[config.mk]
export PLATFORM = sky130hd
export DESIGN_NAME = idu_issue_ctrl
export DESIGN_NICKNAME = d
export VERILOG_FILES = /design/src/rtl/alioth_issue_pkg.sv /design/src/rtl/issue_scoreboard.sv /design/src/rtl/idu_issue_ctrl.sv
export SDC_FILE = /design/constraint.sdc
export NUM_CORES = 1
export LEC_CHECK = 0
export BUFFER_PORTS_ARGS = -buffer_cell sky130_fd_sc_hd__buf_2
export CAP_MARGIN = 20
export CORE_UTILIZATION = 55
export CTS_CLUSTER_SIZE = 14
export DETAILED_ROUTE_END_ITERATION = 6
export PLACE_DENSITY = 0.72
export SYNTH_ARGS = -nofsm -noshare
export SYNTH_HDL_FRONTEND = slang
export SYNTH_SLANG_ARGS = --single-unit
[constraint.sdc]
create_clock -name clk -period 6.7 [get_ports clk]
set_input_delay 0.67 -clock clk [delete_from_list [all_inputs] [get_ports clk]]
set_output_delay 0.67 -clock clk [all_outputs]
set_load 0.03 [all_outputs]
[src/rtl/alioth_issue_pkg.sv]
// Shared types and constants for the decode-stage issue controller.
package alioth_issue_pkg;

    localparam int unsigned REG_ADDR_WIDTH          = 5;
    localparam int unsigned NUM_REGS                = 32;
    localparam int unsigned MAX_OUTSTANDING_DEFAULT = 4;

    // Bit positions inside hazard_o
    localparam int unsigned HAZ_RAW    = 0;
    localparam int unsigned HAZ_WAW    = 1;
    localparam int unsigned HAZ_STRUCT = 2;

    typedef enum logic [0:0] {
        ISSUE_RUN,
        ISSUE_DRAIN
    } issue_state_e;

    // One-hot decode of a register address, gated by an enable
    function automatic logic [NUM_REGS-1:0] reg_onehot(input logic                      en,
                                                       input logic [REG_ADDR_WIDTH-1:0] addr);
        logic [NUM_REGS-1:0] oh;
        oh = '0;
        if (en) begin
            oh[addr] = 1'b1;
        end
        return oh;
    endfunction

endpackage

[src/rtl/issue_scoreboard.sv]
// Pending-destination scoreboard and in-flight long-op counter. Read ports
// return the effective pending state, i.e. with this cycle's writeback
// already cleared so a dependent instruction can use the regfile bypass.
module issue_scoreboard
    import alioth_issue_pkg::*;
#(
    parameter int unsigned CNT_W = 4
) (
    input  logic                      clk,
    input  logic                      rst,
    // Set port: long op with a destination issues this cycle
    input  logic                      set_en_i,
    input  logic [REG_ADDR_WIDTH-1:0] set_addr_i,
    // Counter increment: any long op issues this cycle
    input  logic                      inc_i,
    // Writeback of a long op
    input  logic                      wb_valid_i,
    input  logic [REG_ADDR_WIDTH-1:0] wb_waddr_i,
    // Read ports
    input  logic [REG_ADDR_WIDTH-1:0] rs1_addr_i,
    input  logic [REG_ADDR_WIDTH-1:0] rs2_addr_i,
    input  logic [REG_ADDR_WIDTH-1:0] rd_addr_i,
    output logic                      rs1_pend_o,
    output logic                      rs2_pend_o,
    output logic                      rd_pend_o,
    output logic [CNT_W-1:0]          cnt_o,
    output logic [CNT_W-1:0]          cnt_eff_o
);

    logic [NUM_REGS-1:0] pending_q, pending_d;
    logic [NUM_REGS-1:0] clr_mask, set_mask, pend_eff;
    logic [CNT_W-1:0]    cnt_q, cnt_d;
    logic                cnt_dec_ok;

    // Scoreboard next state: clear on writeback, then set on issue (set wins)
    always_comb begin
        clr_mask     = reg_onehot(wb_valid_i, wb_waddr_i);
        set_mask     = reg_onehot(set_en_i, set_addr_i);
        pend_eff     = pending_q & ~clr_mask;
        pending_d    = pend_eff | set_mask;
        // x0 is hardwired zero and can never be pending
        pending_d[0] = 1'b0;
    end

    // Counter next state; a writeback against an empty counter saturates at 0
    always_comb begin
        cnt_dec_ok = wb_valid_i & (cnt_q != '0);
        cnt_eff_o  = cnt_q - CNT_W'(cnt_dec_ok);
        if (wb_valid_i && !inc_i && (cnt_q == '0)) begin
            cnt_d = '0;
        end else begin
            cnt_d = cnt_q + CNT_W'(inc_i) - CNT_W'(wb_valid_i);
        end
    end

    // Read ports see the writeback-cleared view
    always_comb begin
        rs1_pend_o = pend_eff[rs1_addr_i];
        rs2_pend_o = pend_eff[rs2_addr_i];
        rd_pend_o  = pend_eff[rd_addr_i];
        cnt_o      = cnt_q;
    end

    // State registers with synchronous reset
    always_ff @(posedge clk) begin
        if (rst) begin
            pending_q <= '0;
            cnt_q     <= '0;
        end else begin
            pending_q <= pending_d;
            cnt_q     <= cnt_d;
        end
    end

endmodule

[src/rtl/idu_issue_ctrl.sv]
// Decode-stage issue controller: RAW/WAW/structural hazard detection against
// the long-op scoreboard, plus a drain FSM that holds serializing
// instructions (CSR writes, fences) until nothing is in flight.
module idu_issue_ctrl
    import alioth_issue_pkg::*;
#(
    parameter int unsigned MAX_OUTSTANDING = MAX_OUTSTANDING_DEFAULT,
    parameter int unsigned CNT_W           = 4
) (
    input  logic                      clk,
    input  logic                      rst,
    input  logic                      dec_valid_i,
    input  logic                      rs1_used_i,
    input  logic                      rs2_used_i,
    input  logic [REG_ADDR_WIDTH-1:0] reg1_raddr_i,
    input  logic [REG_ADDR_WIDTH-1:0] reg2_raddr_i,
    input  logic                      reg_we_i,
    input  logic [REG_ADDR_WIDTH-1:0] reg_waddr_i,
    input  logic                      is_long_i,
    input  logic                      is_serial_i,
    input  logic                      ex_ready_i,
    input  logic                      wb_valid_i,
    input  logic [REG_ADDR_WIDTH-1:0] wb_waddr_i,
    input  logic                      flush_i,
    output logic                      issue_o,
    output logic                      stall_o,
    output logic [2:0]                hazard_o,
    output logic [CNT_W-1:0]          outstanding_o
);

    issue_state_e     state_q, state_d;

    logic             rs1_pend, rs2_pend, rd_pend;
    logic [CNT_W-1:0] cnt_eff;
    logic             cnt_nz;
    logic             raw, waw, structural, drain_block;
    logic             sb_set_en, sb_inc;

    issue_scoreboard #(
        .CNT_W (CNT_W)
    ) u_scoreboard (
        .clk        (clk),
        .rst        (rst),
        .set_en_i   (sb_set_en),
        .set_addr_i (reg_waddr_i),
        .inc_i      (sb_inc),
        .wb_valid_i (wb_valid_i),
        .wb_waddr_i (wb_waddr_i),
        .rs1_addr_i (reg1_raddr_i),
        .rs2_addr_i (reg2_raddr_i),
        .rd_addr_i  (reg_waddr_i),
        .rs1_pend_o (rs1_pend),
        .rs2_pend_o (rs2_pend),
        .rd_pend_o  (rd_pend),
        .cnt_o      (outstanding_o),
        .cnt_eff_o  (cnt_eff)
    );

    // Drain FSM: next state and the drain blocking term
    always_comb begin
        state_d     = state_q;
        drain_block = 1'b0;
        cnt_nz      = (cnt_eff != '0);
        case (state_q)
            ISSUE_RUN: begin
                drain_block = is_serial_i & cnt_nz;
                if (dec_valid_i && !flush_i && is_serial_i && cnt_nz) begin
                    state_d = ISSUE_DRAIN;
                end
            end
            ISSUE_DRAIN: begin
                // Held serial instruction may go once the last writeback lands
                drain_block = cnt_nz;
                if (flush_i || !cnt_nz) begin
                    state_d = ISSUE_RUN;
                end
            end
            default: begin
                state_d = ISSUE_RUN;
            end
        endcase
    end

    // Hazard detection, issue/stall decision and scoreboard update requests
    always_comb begin
        raw        = (rs1_used_i & rs1_pend) | (rs2_used_i & rs2_pend);
        waw        = reg_we_i & rd_pend;
        // A same-cycle writeback frees a slot, so full-but-retiring still issues
        structural = is_long_i & (cnt_eff == CNT_W'(MAX_OUTSTANDING));

        issue_o = dec_valid_i & ~flush_i & ex_ready_i & ~raw & ~waw & ~structural
                  & ~drain_block;
        stall_o = dec_valid_i & ~flush_i & ~issue_o;

        hazard_o = '0;
        if (stall_o) begin
            hazard_o[HAZ_RAW]    = raw;
            hazard_o[HAZ_WAW]    = waw;
            hazard_o[HAZ_STRUCT] = structural | drain_block;
        end

        sb_inc    = issue_o & is_long_i;
        sb_set_en = sb_inc & reg_we_i & (reg_waddr_i != '0);
    end

    // FSM state register
    always_ff @(posedge clk) begin
        if (rst) begin
            state_q <= ISSUE_RUN;
        end else begin
            state_q <= state_d;
        end
    end

endmodule

Yosys cells after proc, flatten, opt, wreduce, memory -nomap -nowiden
Cells that the tools add are included.
Widths: inputs -> output; s select.
{ "word_totals": {"register_bits": 37, "inputBits": 31, "out_inout_bits": 9, "elab_cells": 75} }
{ "classes": {"add_sub_neg": 3, "order_cmp": 6, "n_eq_ne": 1, "n_mux": 17, "bitwise_logic": 28, "n_reduce_logical": 16} }
{ "ops": {"columns": ["operator", "n"], "rows": [
  ["$mux 32", 2],
  ["$and 32x32->32", 1],
  ["$not 32->32", 1],
  ["$or 32x32->32", 1],
  ["$lt 5x6->1 const B", 4],
  ["$and 1x1->1", 16],
  ["$bmux 1 s5", 3],
  ["$demux 1 s5", 2],
  ["$ge 5x1->1 const B", 2],
  ["$reduce_bool 4->1", 2],
  ["$sub 4x1->4", 2],
  ["$logic_and 1x1->1", 7],
  ["$mux 1", 7],
  ["$not 1->1", 7],
  ["$reduce_bool 5->1", 1],
  ["$add 4x1->4", 1],
  ["$eq 4x3->1 const B", 1],
  ["$logic_not 4->1", 1],
  ["$pmux 1 s2", 2],
  ["$logic_not 1->1", 3],
  ["$mux 3", 1],
  ["$or 1x1->1", 2],
  ["$reduce_or 2->1", 1],
  ["$logic_or 1x1->1", 1]
]} }

Logic depth before layout (Yosys ltp)
{ "logic_depth": {"word_depth": 21, "ltp_mapped": 17, "ltp_nobuf": 17} }

Modules after synthesis
A second synthesis with hierarchy kept.
{ "hier_totals": {"hier_cells": 387, "hier_area_um2": 2830.2} }
{ "modules_own_cells": {"columns": ["module", "instances", "cells_each", "area_each_um2", "seq_area_each_um2"], "rows": [
  ["issue_scoreboard", 1, 363, 2657.5, 700.7],
  ["idu_issue_ctrl", 1, 24, 172.7, 20.0]
]} }

Least setup slack after synthesis
OpenSTA, ideal clock, no wires.
{ "synth_path": {"path_type": "input port to flip-flop", "startpoint": "input wb_waddr_i[2]", "endpoint": "register u_scoreboard.cnt_q[2], in the netlist u_scoreboard.cnt_o[2]", "setup_ps": 101, "t_arrival_ps": 3659, "t_required_ps": 6599, "path_slack_ps": 2940, "path_stages": 15, "path_buffers": 2, "cell_sequence": "buf_4 -> nand4bb_4 -> o21ai_0 -> mux2i_1 -> a2111oi_2 -> and4_1 -> nand3_4 -> buf_12 -> nor3_1 -> ha_1 -> inv_1 -> fa_1 -> xnor2_1 -> or3_1 -> o41ai_1"} }
{ "synth_between": {"elab_chain_cells": 21, "elab_cells_between_ends": 31, "classes_between": "2 x add/sub; 2 x order compare; 9 x mux; 13 x bitwise; 5 x reduce/logical"} }
{ "synth_lines": {"columns": ["element", "line", "source"], "rows": [
  ["start, declared", "idu_issue_ctrl.sv:23", "input logic [REG_ADDR_WIDTH-1:0] wb_waddr_i,"],
  ["$lt 5x6->1 (not written as such) / $ge 5x1->1 (equally long branches)", "alioth_issue_pkg.sv:24", "oh[addr] = 1'b1;"],
  ["$logic_and 1x1->1 (not written as such)", "alioth_issue_pkg.sv:24", null],
  ["$mux 1 (not written as such)", "alioth_issue_pkg.sv:24", null],
  ["$demux 1 s5 (*)", null, null],
  ["$mux 32 (*)", "alioth_issue_pkg.sv:23", "if (en) begin"],
  ["$not 32->32 (*)", "issue_scoreboard.sv:39", "pend_eff = pending_q & ~clr_mask;"],
  ["$and 32x32->32 (*)", "issue_scoreboard.sv:39", null],
  ["$bmux 1 s5, on equally long branches", "issue_scoreboard.sv:58, issue_scoreboard.sv:59", null],
  ["$mux 1, on equally long branches", "issue_scoreboard.sv:58, issue_scoreboard.sv:59", null],
  ["$and 1x1->1", "idu_issue_ctrl.sv:86", "raw = (rs1_used_i & rs1_pend) | (rs2_used_i & rs2_pend);"],
  ["$or 1x1->1", "idu_issue_ctrl.sv:86", null],
  ["$not 1->1", "idu_issue_ctrl.sv:91", "issue_o = dec_valid_i & ~flush_i & ex_ready_i & ~raw & ~waw & ~structural"],
  ["$and 1x1->1", "idu_issue_ctrl.sv:91", null],
  ["$and 1x1->1 (*) (2 in series)", "idu_issue_ctrl.sv:91", null],
  ["$and 1x1->1 (*)", "idu_issue_ctrl.sv:92", "& ~drain_block;"],
  ["$and 1x1->1 (*)", "idu_issue_ctrl.sv:102", "sb_inc = issue_o & is_long_i;"],
  ["branches (longest 4 deep; another with $add 4x1->4)", null, null],
  ["end signal, assigned", "issue_scoreboard.sv:71", "cnt_q <= cnt_d;"],
  ["end, declared", "issue_scoreboard.sv:32", "logic [CNT_W-1:0] cnt_q, cnt_d;"]
]} }
Every way passes the cells marked *. The select of a mux whose other input is x is not followed.
A chain may end at the register's enable or synchronous reset.

Worst setup path after layout
{ "layout_path": {"startpoint": "input wb_valid_i", "endpoint": "register u_scoreboard.cnt_q[2], in the netlist u_scoreboard.cnt_o[2]"} }
{ "layout_between": {"elab_chain_cells": 17, "elab_cells_between_ends": 35, "classes_between": "3 x add/sub; 1 x eq/ne; 8 x mux; 18 x bitwise; 5 x reduce/logical"} }
{ "layout_lines": {"columns": ["element", "line", "source"], "rows": [
  ["start, declared", "idu_issue_ctrl.sv:22", "input logic wb_valid_i,"],
  ["branches (longest 17 deep; another with $mux 32)", null, null]
]} }
Parallel ways; which one is timed is not known. The select of a mux whose other input is x is not followed.

==> flow_summary_export.csv <==
group,metric,value,unit
die,floorplan.initialDensity,58.40,%
die,die_w,82.22,µm
final_layout,drive_gt1_share,19.65,%
sta,finalSetupViolations,0,
worst_setup_path,crit_end_element,"flop",
power_and_ir_drop,clockPowerShare,26.6,%
clock_network,cts_post_setup_buffers_inserted,0,
yosys,synth_seq_area_share,20.36,%
final_layout,instances_no_fill,528,
final_layout,num-fill-cells,568,
global_route,maximum_number_of_pins_on_one_net_before_global_route_repair,38,
status,run_status,"finished, final reports clean",
yosys,synthesis.instances,439,
global_route,grt_overflow_total,0,
yosys,synth-edff-count,0,
sta,maxClockFrequency,0.2241,GHz
power_and_ir_drop,cellInternalPower,0.3970,mW
sta,timing.slew.headroom,33.16,%
clock_network,clock_tree.root_cell,"sky130_fd_sc_hd__clkbuf_8",
yosys,ys_seq_elements,36,
yosys,mapped_avg_cell_area,8.063,µm²
yosys,yosys_most_used_dff,"sky130_fd_sc_hd__dfxtp_1",
hold_path,hold_class,"reg -> reg",
power_and_ir_drop,worst_ir_drop_on_vdd,0.1879,mV
clock_network,ctsResizeCount,0,
final_layout,num-nets-final,492,
sta,skew,4.422,ps
yosys,synth_cell_type_count,73,
drt,initialDrtViolationCount,406,
global_route,global_route_wire_length_before_repair,17620,µm
global_route,antenna_found_initial,0,
yosys,synth_warnings,0,
place,placed_cells_incl_taps,520,
yosys,synth_fp_nets,479,
yosys,post_synth_fa_ha_maj_area_fraction,3.393,%
yosys,syn-cell-area,0.003540,mm²
final_layout,diodes,0,
clock_network,tritoncts,"built",
sta,total_negative_slack,0,ps
yosys,synth.top_cell.area_share,20.36,%
final_layout,area_growth,5.832,%
clock_network,cts.htree.levels,2,
power_and_ir_drop,power.switching,0.2584,mW
yosys,synth_mux_area_share,5.338,%
sta,finalMaxSlewViolations,0,
final_layout,final_core_util,61.81,%
yosys,synthXorXnorAreaFrac,0.9897,%
die,placeableCoreArea,0.006061,mm²
clock_network,cts_sinks,36,
yosys,netlist_top_cells_area,"sky130_fd_sc_hd__dfxtp_1 (20%), sky130_fd_sc_hd__o31ai_2 (6.7%), sky130_fd_sc_hd__nand2b_1 (6.0%)",
drt,drcViolationCount,0,
yosys,synth_simple_gate_area_share,30.75,%
global_route,globalRouteTotalUtil,35.18,%
clock_network,cts.hold.buffers_added,0,
sta,fin_crit_sh,66.60,%
job,maxCapViolations,0,
sta,layout_min_cycle_time,4462,ps
yosys,synth_compound_gate_area_share,31.21,%
worst_setup_path,critical_path_peak_fanout,37,
yosys,synth_top_family_by_area,"compound AO/OA/AOI/OAI gates",
drt,route.antenna.remaining_nets,0,
sta,rsz_0062_raised_after_global_routing,"false",
clock_network,cts-root-to-sink-buffers,2,
clock_network,worst_setup_hold_path_clk_slew,80,ps
yosys,synth_area_leader_cell,"sky130_fd_sc_hd__dfxtp_1",
sta,worst_max_slew_pin_slew,1000,ps
clock_network,cts_inserted_buffers,5,
die,pin_count,40,
power_and_ir_drop,power.share.switching,39.42,%
worst_setup_path,required_time_of_the_critical_path,6900,ps
place,dpl.hpwl,8279,µm
sta,hold_violations,0,
yosys,synth_async_sr_flop_share,0,%
power_and_ir_drop,cellPowerDensity,174.9,mW/mm²
die,fp.dieH,82.22,µm
clock_network,clock_latency,300,ps
power_and_ir_drop,total_power,0.6553,mW
drt,route.detailed.wl_per_inst,21.48,µm
power_and_ir_drop,power.leakage,1.299,nW
global_route,grt_pass1_vias,3314,
die,design.die.area,0.006760,mm²
drt,drt-vias-per-instance,7.134,
worst_setup_path,setup.worst_path.class,"in -> reg",
place,place.gp.congestion,0.9690,
die,total_number_of_placement_rows,28,
drt,detailroute.via_count,3767,
drt,totalWireLength,11340,µm
power_and_ir_drop,seq_power_share,35.5,%
worst_setup_path,startpoint_type,"input pin",
sta,fin_hold_ws,531.6,ps
worst_setup_path,worst-endpoint-arrival,4670,ps
drt,firstDrtPassIters,6,
place,port_buffers,39,
power_and_ir_drop,comb_power_share,37.9,%
## metrics by stage
| stage | setup WS, ps | cell area, µm² |
|---|---|---|
| floorplan | 2940 | 3540 |
| global placement | 2137 | 3649 |
| detailed placement | 2049 | 3649 |
| CTS | 2359 | 3746 |
| global route | 2142 | 3746 |
| finish | 2238 | 3746 |
## registers in the layout, summed over array words and instances, names as in the netlist
register	flops
state_q	1
u_scoreboard.pending_q	31
u_scoreboard.cnt_o	4
## layout make-up
type	instances	area, µm²	share of cell area [%]
clock buffer	6	82.58	2.204
clock inverter	2	15.01	0.4008
inverter	20	75.07	2.004
multi-input combinational	347	2541	67.84
sequential	36	720.7	19.24
tap	75	93.84	2.505
timing repair buffer	42	217.7	5.812
## power groups by stage
stage	clock, mW	combinational (mW)	sequential (mW)
4_1_cts	0.174	0.245	0.233
3_3_place_gp	0	0.238	0.237
3_5_place_dp	0	0.244	0.238
2_1_floorplan	0	0.173	0.251
6_report	0.174	0.249	0.233
5_1_grt	0.184	0.274	0.234
## worst max-delay path, cell delays in order
cell and delay [ps]:
sky130_fd_sc_hd__buf_2 290, sky130_fd_sc_hd__nand4b_1 540, sky130_fd_sc_hd__o21ai_2 400, sky130_fd_sc_hd__mux2i_1 160
sky130_fd_sc_hd__o41ai_1 280, sky130_fd_sc_hd__a311o_1 270, sky130_fd_sc_hd__nand3_4 460, sky130_fd_sc_hd__nor3_1 340
sky130_fd_sc_hd__ha_1 220, sky130_fd_sc_hd__inv_1 60, sky130_fd_sc_hd__fa_1 370, sky130_fd_sc_hd__xnor2_1 150
sky130_fd_sc_hd__or3_1 360, sky130_fd_sc_hd__o41ai_1 60
## final timing paths
kind / slack (ps) / start / endpoint / cells past startpoint
worst min register to register: 530 / state_q / state_q / 2
worst max-delay path: 2240 / wb_valid_i / u_scoreboard.cnt_o[2] / 14
worst min-delay path: 530 / state_q / state_q / 2
worst max register to register: 2680 / u_scoreboard.cnt_o[2] / u_scoreboard.cnt_o[2] / 16
## synth_stat cells, drive strengths merged (4+ instances only)
cell type / instances
a211oi: 4
a21oi: 5
and3: 4
and3b: 5
buf: 18
clkbuf: 18
dfxtp: 36
ha: 8
inv: 20
mux2i: 11
nand2: 35
nand2b: 34
nand3: 16
nand4: 9
nand4b: 5
nand4bb: 4
nor2: 22
nor2b: 10
nor3: 8
o2111ai: 13
o211ai: 24
o21ai: 31
o31ai: 32
o41ai: 5
or2: 4
or3: 4
## kinds of logic after synthesis
group / Yosys count
compound gates: 138
mux: 16
fa+ha+maj: 9
xor+xnor: 4
flops: 36
simple gates: 180
buf+inv: 56
## metal layers
metal | up-vias | wire, µm | track usage [%]
met3 | 56 | 1150 | 5.824
met2 | 264 | 4901 | 51.98
met4 | 0 | 535 | 19.30
li1 | 1688 | - | -
met1 | 1759 | 4752 | 48.30
met5 | - | 0 | 0
## placed cells by master, fill, tap and decap left out, types with 4 or more instances in the layout
master                       n
sky130_fd_sc_hd__inv_1      20
sky130_fd_sc_hd__clkbuf_8    6
sky130_fd_sc_hd__o21ai_1     8
sky130_fd_sc_hd__o41ai_1     4
sky130_fd_sc_hd__nand4b_1    4
sky130_fd_sc_hd__nor2b_1    10
sky130_fd_sc_hd__dfxtp_1    36
sky130_fd_sc_hd__nor3_1      8
sky130_fd_sc_hd__o31ai_2    19
sky130_fd_sc_hd__o2111ai_1  12
sky130_fd_sc_hd__ha_1        8
sky130_fd_sc_hd__nand2b_1   34
sky130_fd_sc_hd__a21oi_1     5
sky130_fd_sc_hd__nand2_1    35
sky130_fd_sc_hd__and3b_1     5
sky130_fd_sc_hd__o211ai_1   24
sky130_fd_sc_hd__mux2i_1    11
sky130_fd_sc_hd__o21ai_0    20
sky130_fd_sc_hd__nand4_1     9
sky130_fd_sc_hd__nor2_1     22
sky130_fd_sc_hd__a211oi_1    4
sky130_fd_sc_hd__or3_1       4
sky130_fd_sc_hd__nand3_1    15
sky130_fd_sc_hd__and3_1      4
sky130_fd_sc_hd__o31ai_1    13
sky130_fd_sc_hd__buf_2      39
Power figures use the tool's default switching activity.
